$ cat config.mk
export PLATFORM = sky130hd
export DESIGN_NAME = uart_tx_fifo_flat
export DESIGN_NICKNAME = d
export VERILOG_FILES = /design/src/rtl/uart_tx_fifo_pkg.sv /design/src/rtl/uart_tx_fifo_if.sv /design/src/rtl/uart_tx_fifo_sync_fifo_byte.sv /design/src/rtl/uart_tx_fifo.sv /design/src/flat_wrapper.sv
export SDC_FILE = /design/constraint.sdc
export NUM_CORES = 1
export LEC_CHECK = 0
export ABC_CLOCK_PERIOD_IN_PS = 5600
export CAP_MARGIN = 20
export CORE_UTILIZATION = 31
export CTS_BUF_LIST = sky130_fd_sc_hd__clkbuf_16
export DETAILED_ROUTE_END_ITERATION = 8
export PLACE_DENSITY = 0.48
export SLEW_MARGIN = 20
export SYNTH_ARGS = -nofsm -noshare
export SYNTH_HDL_FRONTEND = slang
export SYNTH_SLANG_ARGS = --single-unit
$ cat constraint.sdc
create_clock -name clk -period 5.6 [get_ports clk]
set_clock_uncertainty 0.05 [all_clocks]
set_input_delay 1.12 -clock clk [delete_from_list [all_inputs] [get_ports clk]]
set_output_delay 1.12 -clock clk [all_outputs]
set_load 0.03 [all_outputs]
$ cat src/rtl/uart_tx_fifo_pkg.sv
// Shared definitions for the uart transmit FIFO: default sizing and the
// drain controller state encoding.
package uart_tx_fifo_pkg;

    localparam int DEFAULT_ADDR_W       = 4;
    localparam int DEFAULT_DEPTH        = 1 << DEFAULT_ADDR_W;
    localparam int DEFAULT_GUARD_CYCLES = 4;

    typedef enum logic [1:0] {
        S_IDLE  = 2'd0,
        S_SEND  = 2'd1,
        S_HOLD  = 2'd2,
        S_DRAIN = 2'd3
    } tx_state_e;

    // Width of a counter that must be able to hold the value `cycles`.
    function automatic int guard_w(input int cycles);
        if (cycles < 1) begin
            return 1;
        end
        return $clog2(cycles + 1);
    endfunction

endpackage

$ cat src/rtl/uart_tx_fifo_if.sv
// Producer-side write port, status flags and uart handshake of uart_tx_fifo.
// The master side is the SoC/testbench, the slave side is the FIFO itself.
interface uart_tx_fifo_if
    import uart_tx_fifo_pkg::*;
#(
    parameter int addr_w = DEFAULT_ADDR_W
) ();

    logic [7:0]    wr_data;
    logic          wr_en;
    logic          full;
    logic          empty;
    logic [addr_w:0] level;
    logic          overflow;
    logic          ovf_clr;
    logic [7:0]    tx_data;
    logic          tx_wr;
    logic          tx_busy;
    logic          idle;

    modport master (
        output wr_data,
        output wr_en,
        output ovf_clr,
        output tx_busy,
        input  full,
        input  empty,
        input  level,
        input  overflow,
        input  tx_data,
        input  tx_wr,
        input  idle
    );

    modport slave (
        input  wr_data,
        input  wr_en,
        input  ovf_clr,
        input  tx_busy,
        output full,
        output empty,
        output level,
        output overflow,
        output tx_data,
        output tx_wr,
        output idle
    );

endinterface

$ cat src/rtl/uart_tx_fifo_sync_fifo_byte.sv
// Byte-wide synchronous FIFO: storage, wrapping pointers, registered
// level/full/empty and a sticky overflow flag.
module sync_fifo_byte
    import uart_tx_fifo_pkg::*;
#(
    parameter int addr_w = DEFAULT_ADDR_W
) (
    input  logic            clk,
    input  logic            reset,
    input  logic [7:0]      wr_data,
    input  logic            wr_en,
    input  logic            pop,
    input  logic            ovf_clr,
    output logic [7:0]      rd_data,
    output logic            full,
    output logic            empty,
    output logic [addr_w:0] level,
    output logic            overflow
);

    localparam int              DEPTH   = 1 << addr_w;
    localparam logic [addr_w:0] DEPTH_L = (addr_w + 1)'(DEPTH);
    localparam logic [addr_w:0] LVL_ONE = (addr_w + 1)'(1);
    localparam logic [addr_w-1:0] PTR_ONE = addr_w'(1);

    logic [7:0]        mem_q [DEPTH];
    logic [addr_w-1:0] wr_ptr_q, wr_ptr_d;
    logic [addr_w-1:0] rd_ptr_q, rd_ptr_d;
    logic [addr_w:0]   level_q, level_d;
    logic              full_q, full_d;
    logic              empty_q, empty_d;
    logic              overflow_q, overflow_d;
    logic              push;
    logic              pop_ok;

    always_comb begin
        // Fullness is judged on the registered value, so a same-cycle pop
        // never rescues a write attempted while full.
        push     = wr_en && !full_q;
        pop_ok   = pop && !empty_q;
        wr_ptr_d = push   ? wr_ptr_q + PTR_ONE : wr_ptr_q;
        rd_ptr_d = pop_ok ? rd_ptr_q + PTR_ONE : rd_ptr_q;
        level_d  = level_q;
        case ({push, pop_ok})
            2'b10:   level_d = level_q + LVL_ONE;
            2'b01:   level_d = level_q - LVL_ONE;
            default: level_d = level_q;
        endcase
        full_d  = (level_d == DEPTH_L);
        empty_d = (level_d == '0);
        if (wr_en && full_q) begin
            overflow_d = 1'b1;
        end else if (ovf_clr) begin
            overflow_d = 1'b0;
        end else begin
            overflow_d = overflow_q;
        end
    end

    // Storage has no reset so it can map onto RAM; pointers gate validity.
    always_ff @(posedge clk) begin
        if (push) begin
            mem_q[wr_ptr_q] <= wr_data;
        end
    end

    always_ff @(posedge clk or negedge reset) begin
        if (!reset) begin
            wr_ptr_q   <= '0;
            rd_ptr_q   <= '0;
            level_q    <= '0;
            full_q     <= 1'b0;
            empty_q    <= 1'b1;
            overflow_q <= 1'b0;
        end else begin
            wr_ptr_q   <= wr_ptr_d;
            rd_ptr_q   <= rd_ptr_d;
            level_q    <= level_d;
            full_q     <= full_d;
            empty_q    <= empty_d;
            overflow_q <= overflow_d;
        end
    end

    assign rd_data  = mem_q[rd_ptr_q];
    assign full     = full_q;
    assign empty    = empty_q;
    assign level    = level_q;
    assign overflow = overflow_q;

endmodule

$ cat src/rtl/uart_tx_fifo.sv
// Byte FIFO plus drain controller that hands bytes to the uart one at a
// time over the tx_data/tx_wr/tx_busy handshake.
module uart_tx_fifo
    import uart_tx_fifo_pkg::*;
#(
    parameter int addr_w       = DEFAULT_ADDR_W,
    parameter int guard_cycles = DEFAULT_GUARD_CYCLES
) (
    input  logic           clk,
    input  logic           reset,
    uart_tx_fifo_if.slave  bus
);

    localparam int          GW         = guard_w(guard_cycles);
    localparam logic [GW-1:0] GUARD_ONE = GW'(1);
    localparam logic [GW-1:0] GUARD_END = GW'(guard_cycles);

    tx_state_e       state_q, state_d;
    logic [GW-1:0]   guard_q, guard_d;
    logic [7:0]      tx_data_q, tx_data_d;
    logic            tx_wr_q, tx_wr_d;
    logic            pop;
    logic [7:0]      fifo_rd_data;
    logic            fifo_full;
    logic            fifo_empty;
    logic [addr_w:0] fifo_level;
    logic            fifo_overflow;

    sync_fifo_byte #(
        .addr_w (addr_w)
    ) u_fifo (
        .clk      (clk),
        .reset    (reset),
        .wr_data  (bus.wr_data),
        .wr_en    (bus.wr_en),
        .pop      (pop),
        .ovf_clr  (bus.ovf_clr),
        .rd_data  (fifo_rd_data),
        .full     (fifo_full),
        .empty    (fifo_empty),
        .level    (fifo_level),
        .overflow (fifo_overflow)
    );

    always_comb begin
        state_d   = state_q;
        guard_d   = guard_q;
        tx_data_d = tx_data_q;
        tx_wr_d   = 1'b0;
        pop       = 1'b0;
        case (state_q)
            S_IDLE: begin
                if (!fifo_empty && !bus.tx_busy) begin
                    pop       = 1'b1;
                    tx_data_d = fifo_rd_data;
                    tx_wr_d   = 1'b1;
                    state_d   = S_SEND;
                end
            end
            S_SEND: begin
                guard_d = '0;
                state_d = S_HOLD;
            end
            S_HOLD: begin
                // If the uart never reports busy, assume it took the byte.
                if (bus.tx_busy) begin
                    state_d = S_DRAIN;
                end else begin
                    guard_d = guard_q + GUARD_ONE;
                    if (guard_d == GUARD_END) begin
                        state_d = S_IDLE;
                    end
                end
            end
            S_DRAIN: begin
                if (!bus.tx_busy) begin
                    state_d = S_IDLE;
                end
            end
            default: state_d = S_IDLE;
        endcase
    end

    always_ff @(posedge clk or negedge reset) begin
        if (!reset) begin
            state_q   <= S_IDLE;
            guard_q   <= '0;
            tx_data_q <= 8'h00;
            tx_wr_q   <= 1'b0;
        end else begin
            state_q   <= state_d;
            guard_q   <= guard_d;
            tx_data_q <= tx_data_d;
            tx_wr_q   <= tx_wr_d;
        end
    end

    assign bus.tx_data  = tx_data_q;
    assign bus.tx_wr    = tx_wr_q;
    assign bus.full     = fifo_full;
    assign bus.empty    = fifo_empty;
    assign bus.level    = fifo_level;
    assign bus.overflow = fifo_overflow;
    assign bus.idle     = fifo_empty && (state_q == S_IDLE) && !bus.tx_busy;

endmodule

$ cat src/flat_wrapper.sv
// flat-port wrapper written by rule: the top's interface ports become plain ports
module uart_tx_fifo_flat import uart_tx_fifo_pkg::*;
#(
    parameter int addr_w       = DEFAULT_ADDR_W,
    parameter int guard_cycles = DEFAULT_GUARD_CYCLES
)
  (clk, reset, bus_wr_data, bus_wr_en, bus_ovf_clr, bus_tx_busy, bus_full, bus_empty, bus_level, bus_overflow, bus_tx_data, bus_tx_wr, bus_idle);
  uart_tx_fifo_if #(.addr_w(addr_w)) bus_i ();
  input  logic clk;
  input  logic reset;
  input wire logic [$bits(bus_i.wr_data)-1:0] bus_wr_data;
  input wire logic [$bits(bus_i.wr_en)-1:0] bus_wr_en;
  input wire logic [$bits(bus_i.ovf_clr)-1:0] bus_ovf_clr;
  input wire logic [$bits(bus_i.tx_busy)-1:0] bus_tx_busy;
  output wire logic [$bits(bus_i.full)-1:0] bus_full;
  output wire logic [$bits(bus_i.empty)-1:0] bus_empty;
  output wire logic [$bits(bus_i.level)-1:0] bus_level;
  output wire logic [$bits(bus_i.overflow)-1:0] bus_overflow;
  output wire logic [$bits(bus_i.tx_data)-1:0] bus_tx_data;
  output wire logic [$bits(bus_i.tx_wr)-1:0] bus_tx_wr;
  output wire logic [$bits(bus_i.idle)-1:0] bus_idle;
  assign bus_i.wr_data = bus_wr_data;
  assign bus_i.wr_en = bus_wr_en;
  assign bus_i.ovf_clr = bus_ovf_clr;
  assign bus_i.tx_busy = bus_tx_busy;
  assign bus_full = bus_i.full;
  assign bus_empty = bus_i.empty;
  assign bus_level = bus_i.level;
  assign bus_overflow = bus_i.overflow;
  assign bus_tx_data = bus_i.tx_data;
  assign bus_tx_wr = bus_i.tx_wr;
  assign bus_idle = bus_i.idle;
  uart_tx_fifo #(.addr_w(addr_w), .guard_cycles(guard_cycles)) u_core (.clk(clk), .reset(reset), .bus(bus_i));
endmodule
* Word-level counts from Yosys, hierarchy flattened
Memories as Yosys holds them, arrays and structs flattened. A register that Yosys moved wholly into a read port is not among the register bits.
Cells that the tools add are included.
** Storage, ports and cells
- Bits in registers :: 22
- Bits in writable memories :: 128
- Input port bits :: 13
- Output and inout bits :: 18
- Logic and storage cells :: 57
- Memories kept :: 1
** Memory list
- u_core.u_fifo.mem_q :: depth 16, width 8, read ports 1, clocked after Yosys merged registers in 1, write ports 1, line uart_tx_fifo_sync_fifo_byte.sv:26 : logic [7:0] mem_q [DEPTH];
** Cells by class
- $add $sub $neg :: 5
- Eq/ne operators :: 11
- Mux-type cells :: 14
- Reductions and logical operators :: 17
** Operators by type and width (number)
- 5-bit case mux with 2 select lines :: 1
- 4-bit by 1-bit adder with 4-bit output (second input constant) :: 2
- 2-bit 2-to-1 mux :: 4
- 2-bit case mux with 4 select lines :: 1
- 2-bit == test (second input constant) :: 3
- 1-bit logical AND :: 6
- 1-bit 2-to-1 mux :: 6
- 3-bit case mux with 2 select lines :: 1
- 5-bit by 1-bit adder with 5-bit output (second input constant) :: 1
- 5-bit == test (second input constant) :: 1
- 5-bit zero test :: 1
- 5-bit by 1-bit subtractor with 5-bit output (second input constant) :: 1
- 2-bit by 1-bit == test with 1-bit output (second input constant) :: 2
- 1-bit zero test :: 4
- 2-bit inequality test (second input constant) :: 2
- 2-bit AND reduction :: 2
- 2-bit nonzero test :: 2
- 3-bit by 1-bit adder with 3-bit output (second input constant) :: 1
- 3-bit == test (second input constant) :: 1
- 3-bit 2-to-1 mux :: 1
- 3-bit by 2-bit inequality test with 1-bit output (second input constant) :: 1
- 3-bit AND reduction :: 1
- 2-bit zero test :: 1
- 2-bit by 1-bit inequality test with 1-bit output (second input constant) :: 1

* Longest topological paths before layout
Gate-level depths: netlist (run 1).
- Depth after elaboration :: 8
- Gate-level depth with buffers :: 12

* Cells and area by module
From an unflattened synthesis (run 1), not the netlist that was laid out.
** Second synthesis, totals
- Cells, all modules :: 327
- Area, all modules :: 6573.8 µm²
** By module, submodules not included
- sync_fifo_byte :: instances 1, cells an instance 280, area an instance 5934.4 µm², seq. area each 4245.3 µm²
- uart_tx_fifo :: instances 1, cells an instance 47, area an instance 639.4 µm², seq. area each 350.3 µm²

* Least setup slack after synthesis (run 1)
No wires, ideal clock.
- Path type :: input port to flip-flop
- Start point :: input port bus_tx_busy
- End point :: register u_core.u_fifo.full_q, in the netlist u_core.u_fifo.full
- Library setup time :: 80 ps
- Data arrival time :: 3202 ps
- Data required time :: 5470 ps
- Path slack :: 2268 ps
- Stages on the path :: 11
- Buffers on the path :: 1
- Path through :: or4_1 -> buf_6 -> clkinv_4 -> nand2_2 -> xnor2_1 -> ha_1 -> a211oi_1 -> o41ai_2 -> a31oi_1 -> xor2_1 -> nor3b_2
** On the way
- Word-level cells in the longest chain between the ends :: 8
** RTL lines
- from (decl) :: line flat_wrapper.sv:14 : input wire logic [$bits(bus_i.tx_busy)-1:0] bus_tx_busy;
- 1-bit zero test (*) :: line uart_tx_fifo.sv:53 : if (!fifo_empty && !bus.tx_busy) begin
- 1-bit logical AND (*) :: line uart_tx_fifo.sv:53
- 1-bit 2-to-1 mux (*) :: line uart_tx_fifo.sv:53
- 1-bit 2-to-1 mux (*) :: line uart_tx_fifo.sv:51 : case (state_q)
- 1-bit logical AND (*) :: line uart_tx_fifo_sync_fifo_byte.sv:40 : pop_ok = pop && !empty_q;
- 2-bit by 1-bit == test with 1-bit output / 2-bit == test (equally long branches) :: line uart_tx_fifo_sync_fifo_byte.sv:44 : case ({push, pop_ok})
- 5-bit case mux with 2 select lines (*) :: line uart_tx_fifo_sync_fifo_byte.sv:44
- net u_core.u_fifo.level_d[4] :: line uart_tx_fifo_sync_fifo_byte.sv:29 : logic [addr_w:0] level_q, level_d;
- 5-bit == test (*) :: line uart_tx_fifo_sync_fifo_byte.sv:49 : full_d = (level_d == DEPTH_L);
- net u_core.u_fifo.full_d :: line uart_tx_fifo_sync_fifo_byte.sv:30 : logic full_q, full_d;
- to (signal assigned) :: line uart_tx_fifo_sync_fifo_byte.sv:79 : full_q <= full_d;
- to (decl) :: line uart_tx_fifo_sync_fifo_byte.sv:30
Mark *: on every way through the listed nets, which the timed path passes. The rest lies on a longest branch.
A chain may end at the register's enable or synchronous reset.

* Worst setup path in the final report (run 1)
- Start point :: input port bus_tx_busy
- End point :: output port bus_idle
** On the way
- Word-level cells in the longest chain between the ends :: 2
** RTL lines
- 1-bit zero test :: line uart_tx_fifo.sv:104 : assign bus.idle = fifo_empty && (state_q == S_IDLE) && !bus.tx_busy;
- 1-bit logical AND :: line uart_tx_fifo.sv:104
- to (decl) :: line flat_wrapper.sv:21 : output wire logic [$bits(bus_i.idle)-1:0] bus_idle;
No other way between the ends.

==> results of run 1 <==
-- synth_stat cells, types with 2 or more instances --
cell      instances  area share
a21oi_1          12      0.0094
nand2_1          13      0.0076
and2_1           16       0.016
and3_1            2      0.0019
o211ai_1          2      0.0023
inv_1             9      0.0053
xnor2_1          13       0.018
nand2b_1          2      0.0019
nor2b_1           2      0.0019
buf_6             2      0.0035
a22oi_1           2      0.0023
buf_2             3      0.0023
buf_1             2      0.0012
dfrtp_1          29        0.11
nand4_1           3      0.0029
mux2i_1          17       0.026
nor3_1            4      0.0031
edfxtp_1        128        0.60
clkbuf_1          9      0.0053
xor2_1            2      0.0027
mux4_2           32        0.11
ha_1              9       0.018
o21ai_0          15       0.012
nor2_1           16      0.0094
-- layout by cell type (no fill, tap or decap), types with 3 or more instances in the layout --
cell type and instances:
clkbuf_16 17, clkinv_2 3, bufinv_16 3, ha_1 9, nor3_1 4, buf_4 6, xnor2_1 13, and2_1 16
mux2i_1 17, clkinv_1 3, mux4_2 32, clkinv_4 4, a21oi_1 12, clkdlybuf4s50_1 30, nand2_1 13, edfxtp_1 128
inv_1 9, dfrtp_1 28, nor2_1 16, nand4_1 3, o21ai_0 15
-- logic make-up after synthesis --
| logic type | Yosys count |
|---|---|
| AND/OR/NAND/NOR | 65 |
| XOR/XNOR | 15 |
| AO/OA/AOI/OAI | 38 |
| multiplexers | 49 |
| buffers and inverters | 26 |
| adder cells (fa/ha/maj) | 9 |
| flip-flops | 158 |
-- registers in the layout, summed over array words and instances (netlist names) --
register,flops
u_core.bus.tx_wr,1
u_core.u_fifo.empty,1
u_core.state_q,2
u_core.bus.tx_data,8
u_core.guard_q,3
u_core.u_fifo.wr_ptr_q,4
u_core.u_fifo.level,5
u_core.u_fifo.mem_q,128
u_core.u_fifo.full,1
u_core.u_fifo.overflow,1
u_core.u_fifo.rd_ptr_q,4
-- metrics by stage --
| stage | power, mW | hold slack (ns) |
|---|---|---|
| finish | 3.94 | 0.456 |
| global route | 4.14 | 0.498 |
| CTS | 3.99 | 0.466 |
| detailed placement | 2.83 | 0.453 |
| global placement | 2.81 | 0.442 |
| floorplan | 2.43 | 0.428 |
-- worst paths after layout --
kind / from / cells after the start / to
setup / recovery: bus_tx_busy / 4 / bus_idle
hold / removal: u_core.bus.tx_data[0]$_DFFE_PN0N_ / 2 / u_core.bus.tx_data[0]$_DFFE_PN0N_
setup reg to reg: u_core.state_q[0]$_DFFE_PN0P_ / 11 / u_core.u_fifo.full$_DFF_PN0_
hold reg to reg: u_core.bus.tx_data[0]$_DFFE_PN0N_ / 2 / u_core.bus.tx_data[0]$_DFFE_PN0N_
max in group asynchronous: reset / 2 / u_core.u_fifo.empty$_DFF_PN1_
min in group asynchronous: reset / 2 / u_core.u_fifo.wr_ptr_q[2]$_DFFE_PN0P_
-- per-layer routing --
metal,share of wire,global-route usage,vias to the layer above
li1,-,-,1471
met1,0.48,0.179,1667
met2,0.48,0.209,57
met3,0.031,0.0386,5
met4,0.0056,0.0316,0
met5,0,0,-
-- report_power, final --
group	internal [mW]	switching, mW	total [mW]
sequential	1.47	0.197	1.67
combinational	0.519	0.589	1.11
clock	0.699	0.463	1.16
total	2.69	1.25	3.94
-- layout make-up --
| type | instances | area [um^2] |
|---|---|---|
| fill | 1898 | 12700 |
| sequential | 158 | 4600 |
| multi-input combinational | 176 | 1710 |
| clock buffer | 17 | 425 |
| timing repair buffer | 36 | 345 |
| tap | 270 | 338 |
| clock inverter | 15 | 168 |
| inverter | 10 | 42.5 |
-- worst max-delay path: cells and delay by family --
kind / cells / cell delay (ns)
buffers and inverters: 2 / 1.17
AND/OR/NAND/NOR: 2 / 0.33
==> results.txt, run 1 <==
Status -> finished clean
Setup bufs post-CTS -> 0
Post-Place Worst Slack -> 1.50 ns
Cell Area, Synth -> 6420 um^2
Routed WL -> 13000 um
Total track usage -> 0.132
Layout cells sized above 1 -> 0.180
Post-route cell area -> 7620 um^2
Required time worst endpoint -> 4.43 ns
Die height -> 146 um
Syn nets -> 382
Final Hold Fails -> 0
CP most frequent cell -> clkdlybuf4s50_1
Distinct cells, synth -> 40
Worst skew pair latency -> 0.42 ns
Reg2Reg Setup Slack -> 2.73 ns
Final Setup Violations -> 0
Post-CTS Hold Fix Bufs -> 0
Routed length per instance -> 19.1 um
Vias -> 3200
Placeable Area -> 20300 um^2
TritonCTS Buffers -> 17
Largest family of logic cells by synthesized area -> multiplexers
Post-synthesis xor/xnor area fraction -> 0.0205
Post-Synth Simple-Gate Area -> 0.0530
Syn Inst Count -> 360
CTS tree -> done
Reg clk slew, reported paths -> 0.06 ns
Largest net degree at the start of global routing -> 31
Post-synthesis mux area share -> 0.139
Root buf cell -> clkbuf_16
Fin crit share -> 0.677
Grt ovf -> 0
Via/cell ratio -> 4.69
Slew Limit Fails -> 0
Min Tclk post-route -> 3.79 ns
Finished Core Util -> 0.375
GPL Wtd Cong -> 0.697
RSZ-0062 raised after global routing -> no
Nets -> 421
Placed Cells -> 650
Slew @ Worst Pin -> 1.00 ns
Non-filler cells, final -> 682
# rows -> 52
Synth Flop Type -> edfxtp_1
First-pass GRT wire length -> 20500 um
Area grow syn2layout -> 18.7%
Die Wd -> 146 um
Vias in the first global route -> 3408
Antenna-violating nets left -> 0
WP data arrival -> 2.62 ns
Compound-Gate Fraction of Synth Area -> 0.0358
IO Port Bufs -> 30
Yosys warning count -> 0
Post_cts resized -> 0
EDFF count, synth -> 128
Hold/Removal Path Class -> reg2reg
Clock sinks -> 158
Synth async-reset ratio -> 0.190
Antenna Cells -> 0
HPWL Detailed -> 8410 um
Max-slew headroom -> 0.332
Post-synthesis register bit count -> 158
DRC -> 0
Fmax -> 0.264 GHz
Synth Area in Adders -> 0.0175
Critical-path top delay cell -> clkdlybuf4s50_1
Max-Cap Viols -> 0
Worst setup SP type -> input port
CP cell instances -> clkdlybuf4s50_1 -> nor2_1 -> and3_1 -> clkdlybuf4s50_1
Worst Slack Setup Final -> 1.81 ns
Initial antenna violation count -> 0
Die footprint -> 21300 um^2
Placed instance area -> 7030 um^2
Initial Util -> 0.316
Sequential area share after synthesis -> 0.716
Syn_area_per_cell -> 17.8 um^2
Crit end category -> output port
DR pass1 iterations -> 4
Leak -> 2.57 nW
Violation count after the first detailed-routing iteration -> 170
CP Max Fanout -> 7
Setup TNS Final -> 0 ns
Setup CP Type -> in2out
Critical path's largest stage delay -> 0.66 ns
Clock Path Buffers -> 2
Power per cell area -> 516 nW/um^2
Htree depth -> 4
IO Pins -> 31
Peak VDD IR -> 0.206 mV
(Power assumes the default switching activity.)
==> run 2, diff against run 1 <==
- ABC_CLOCK_PERIOD_IN_PS: 5600 -> 3900
- clock period: 5.6 -> 3.9 ns (I/O delays scaled with it)
==> run 2 against run 1 <==
  * Critical path depth rose by 7
  * Total power is 44% higher
  * Sequential share of layout area fell by 0.34 points
  * Via count increased by 0.88%
==> results.txt, run 2 (synthesis results as in run 1) <==
Routed WL -> 13200 um (+1.6%)
Post-CTS Hold Fix Bufs -> 0 (unchanged)
Worst Slack Setup Final -> 0.728 ns (-1.08 ns)
Fmax -> 0.315 GHz
Reg clk slew, reported paths -> 0.06 ns (about the same)
Final Hold Fails -> 0 (unchanged)
Initial Util -> 0.316 (unchanged)
Worst reg2reg startpoint -> u_core.state_q[1]$_DFFE_PN0P_
Vias -> 3228 (+0.88%)
Required time worst endpoint -> 4.20 ns (-0.23 ns)
HPWL Detailed -> 8820 um (+4.9%)
Leading cell type in the layout, fill and taps excluded -> edfxtp_1
Most frequent cells in the layout -> edfxtp_1 (128), mux4_2 (32), clkdlybuf4s50_1 (30)
Area grow syn2layout -> 19.3%
Total track usage -> 0.136 (+0.00360)
Placed instance area -> 7080 um^2 (+0.71%)
DR pass1 iterations -> 4 (unchanged)
Routed length per instance -> 19.3 um (+1.0%)
Largest net degree at the start of global routing -> 22 (-29%)
Critical-path top delay cell -> or4_1
Crit end category -> register
Min-delay src -> u_core.u_fifo.level[4]$_DFF_PN0_
Cell family with most CP delay -> simple AND/OR/NAND/NOR gates
Via/cell ratio -> 4.71 (+0.29%)
Hold/Removal Path Class -> reg2reg
Die Wd -> 146 um (unchanged)
Register area -> 4600 um^2 (unchanged)
# rows -> 52 (unchanged)
Hold path cells -> 1 (-1)
Fin crit share -> 0.813
Max reg flops -> 128 (unchanged)
Setup CP Type -> in2reg
Non-filler cells, final -> 686 (+0.59%)
Multi-input gate area -> 1710 um^2 (unchanged)
Crit Reg-Reg Endpoint -> u_core.u_fifo.full$_DFF_PN0_
Setup bufs post-CTS -> 0 (unchanged)
Antenna Cells -> 0 (unchanged)
Slew Limit Fails -> 0 (unchanged)
Die height -> 146 um (unchanged)
Worst setup SP type -> input port
Nets -> 425 (+0.95%)
Power per cell area -> 739 nW/um^2 (+43%)
WP data arrival -> 3.47 ns (+0.85 ns)
RSZ-0062 raised after global routing -> no
CTS tree -> done
Reg with most FFs -> u_core.u_fifo.mem_q
Final Setup Violations -> 0 (unchanged)
Clock sinks -> 158 (unchanged)
Antenna-violating nets left -> 0 (unchanged)
Clock Path Buffers -> 2 (unchanged)
Post-route cell area -> 7660 um^2 (+0.57%)
IO Port Bufs -> 30 (unchanged)
Layout cells sized above 1 -> 0.195 (+0.0151)
Slew @ Worst Pin -> 0.837 ns (-0.164 ns)
Violation count after the first detailed-routing iteration -> 146 (-14%)
Post_cts resized -> 0 (unchanged)
Min Tclk post-route -> 3.17 ns
First-pass GRT wire length -> 21000 um (+2.1%)
FILL cells -> 1907 (+0.47%)
Max-Cap Viols -> 0 (unchanged)
CP Max Fanout -> 8 (+1)
TritonCTS Buffers -> 17 (unchanged)
Reg2Reg Setup Slack -> 1.06 ns (-1.67 ns)
Hold Crit Endpoint -> u_core.u_fifo.level[4]$_DFF_PN0_
DRC -> 0 (unchanged)
Die footprint -> 21300 um^2 (unchanged)
Setup TNS Final -> 0 ns (unchanged)
Root buf cell -> clkbuf_16
CP cell instances -> clkdlybuf4s50_1 -> or4_1 -> clkinv_4 -> nand2_2 -> xnor2_1 -> ha_1 -> a211oi_1 -> o41ai_2 -> a31oi_1 -> xor2_1 -> nor3b_2
Critical path's largest stage delay -> 0.61 ns (-0.05 ns)
Leak -> 2.59 nW (+0.74%)
Peak VDD IR -> 0.357 mV (+73%)
Htree depth -> 4 (unchanged)
Grt ovf -> 0 (unchanged)
Placed Cells -> 654 (+0.62%)
GPL Wtd Cong -> 0.749 (+7.6%)
Worst skew pair latency -> 0.42 ns (about the same)
Vias in the first global route -> 3421 (+0.38%)
Cells on worst reg2reg path -> 10 (-1)
WP buf/inv -> 2 (unchanged)
Status -> finished clean
Post-Place Worst Slack -> 0.302 ns (-1.20 ns)
Placeable Area -> 20300 um^2 (unchanged)
IO Pins -> 31 (unchanged)
Max-slew headroom -> 0.442 (+0.110)
Initial antenna violation count -> 0 (unchanged)
-- run 2: changes by cell type in the layout (fill, tap and decap cells not counted) --
cell        previous run  this run
buf_16                 0         1
buf_4                  6         9
bufinv_16              3         2
clkinv_1               3         0
clkinvlp_4             1         3
inv_6                  2         3
inv_8                  0         1
-- run 2: per-layer routing --
layer | wire length [um] | track usage
met1 | 6380 | 0.182
met2 | 6180 | 0.210
met3 | 490 | 0.0398
met4 | 187 | 0.0479
met5 | 0 | 0
-- run 2: final cells by class --
type,instances,area share
multi-input cells,176,0.222
flip-flops and latches,158,0.600
clock inverters,15,0.0211
well taps,270,0.0441
clock buffers,17,0.0555
inverters,10,0.00555
repair buffers,40,0.0516
-- run 2: where the power goes --
part	leakage, nW	internal [mW]	total (mW)	switching (mW)
clock network	0.282	0.951	1.64	0.688
logic	0.779	0.780	1.64	0.859
registers	1.52	2.11	2.39	0.281
total	2.59	3.84	5.67	1.83
-- run 2: through the flow --
stage                      util  total power, mW  hold slack, ns
final                     0.378             5.67           0.458
after global routing      0.378             5.96           0.472
after CTS                 0.378             5.75           0.460
after detailed placement  0.349             4.10           0.447
after global placement    0.347             4.05           0.439
after floorplan               -             3.48           0.428
-- run 2: how the worst max path moves through the flow --
| stage | from | endpoint | slack [ns] | cells after the start |
|---|---|---|---|---|
| finish | bus_tx_busy | u_core.u_fifo.full$_DFF_PN0_ | 0.73 | 11 |
| global route | bus_tx_busy | u_core.u_fifo.full$_DFF_PN0_ | 0.57 | 11 |
| CTS | bus_tx_busy | u_core.u_fifo.full$_DFF_PN0_ | 0.74 | 11 |
| detailed placement | bus_tx_busy | u_core.u_fifo.full$_DFF_PN0_ | 0.30 | 11 |
| global placement | bus_tx_busy | u_core.u_fifo.full$_DFF_PN0_ | 0.37 | 11 |
| floorplan | bus_tx_busy | u_core.u_fifo.full$_DFF_PN0_ | 0.91 | 11 |
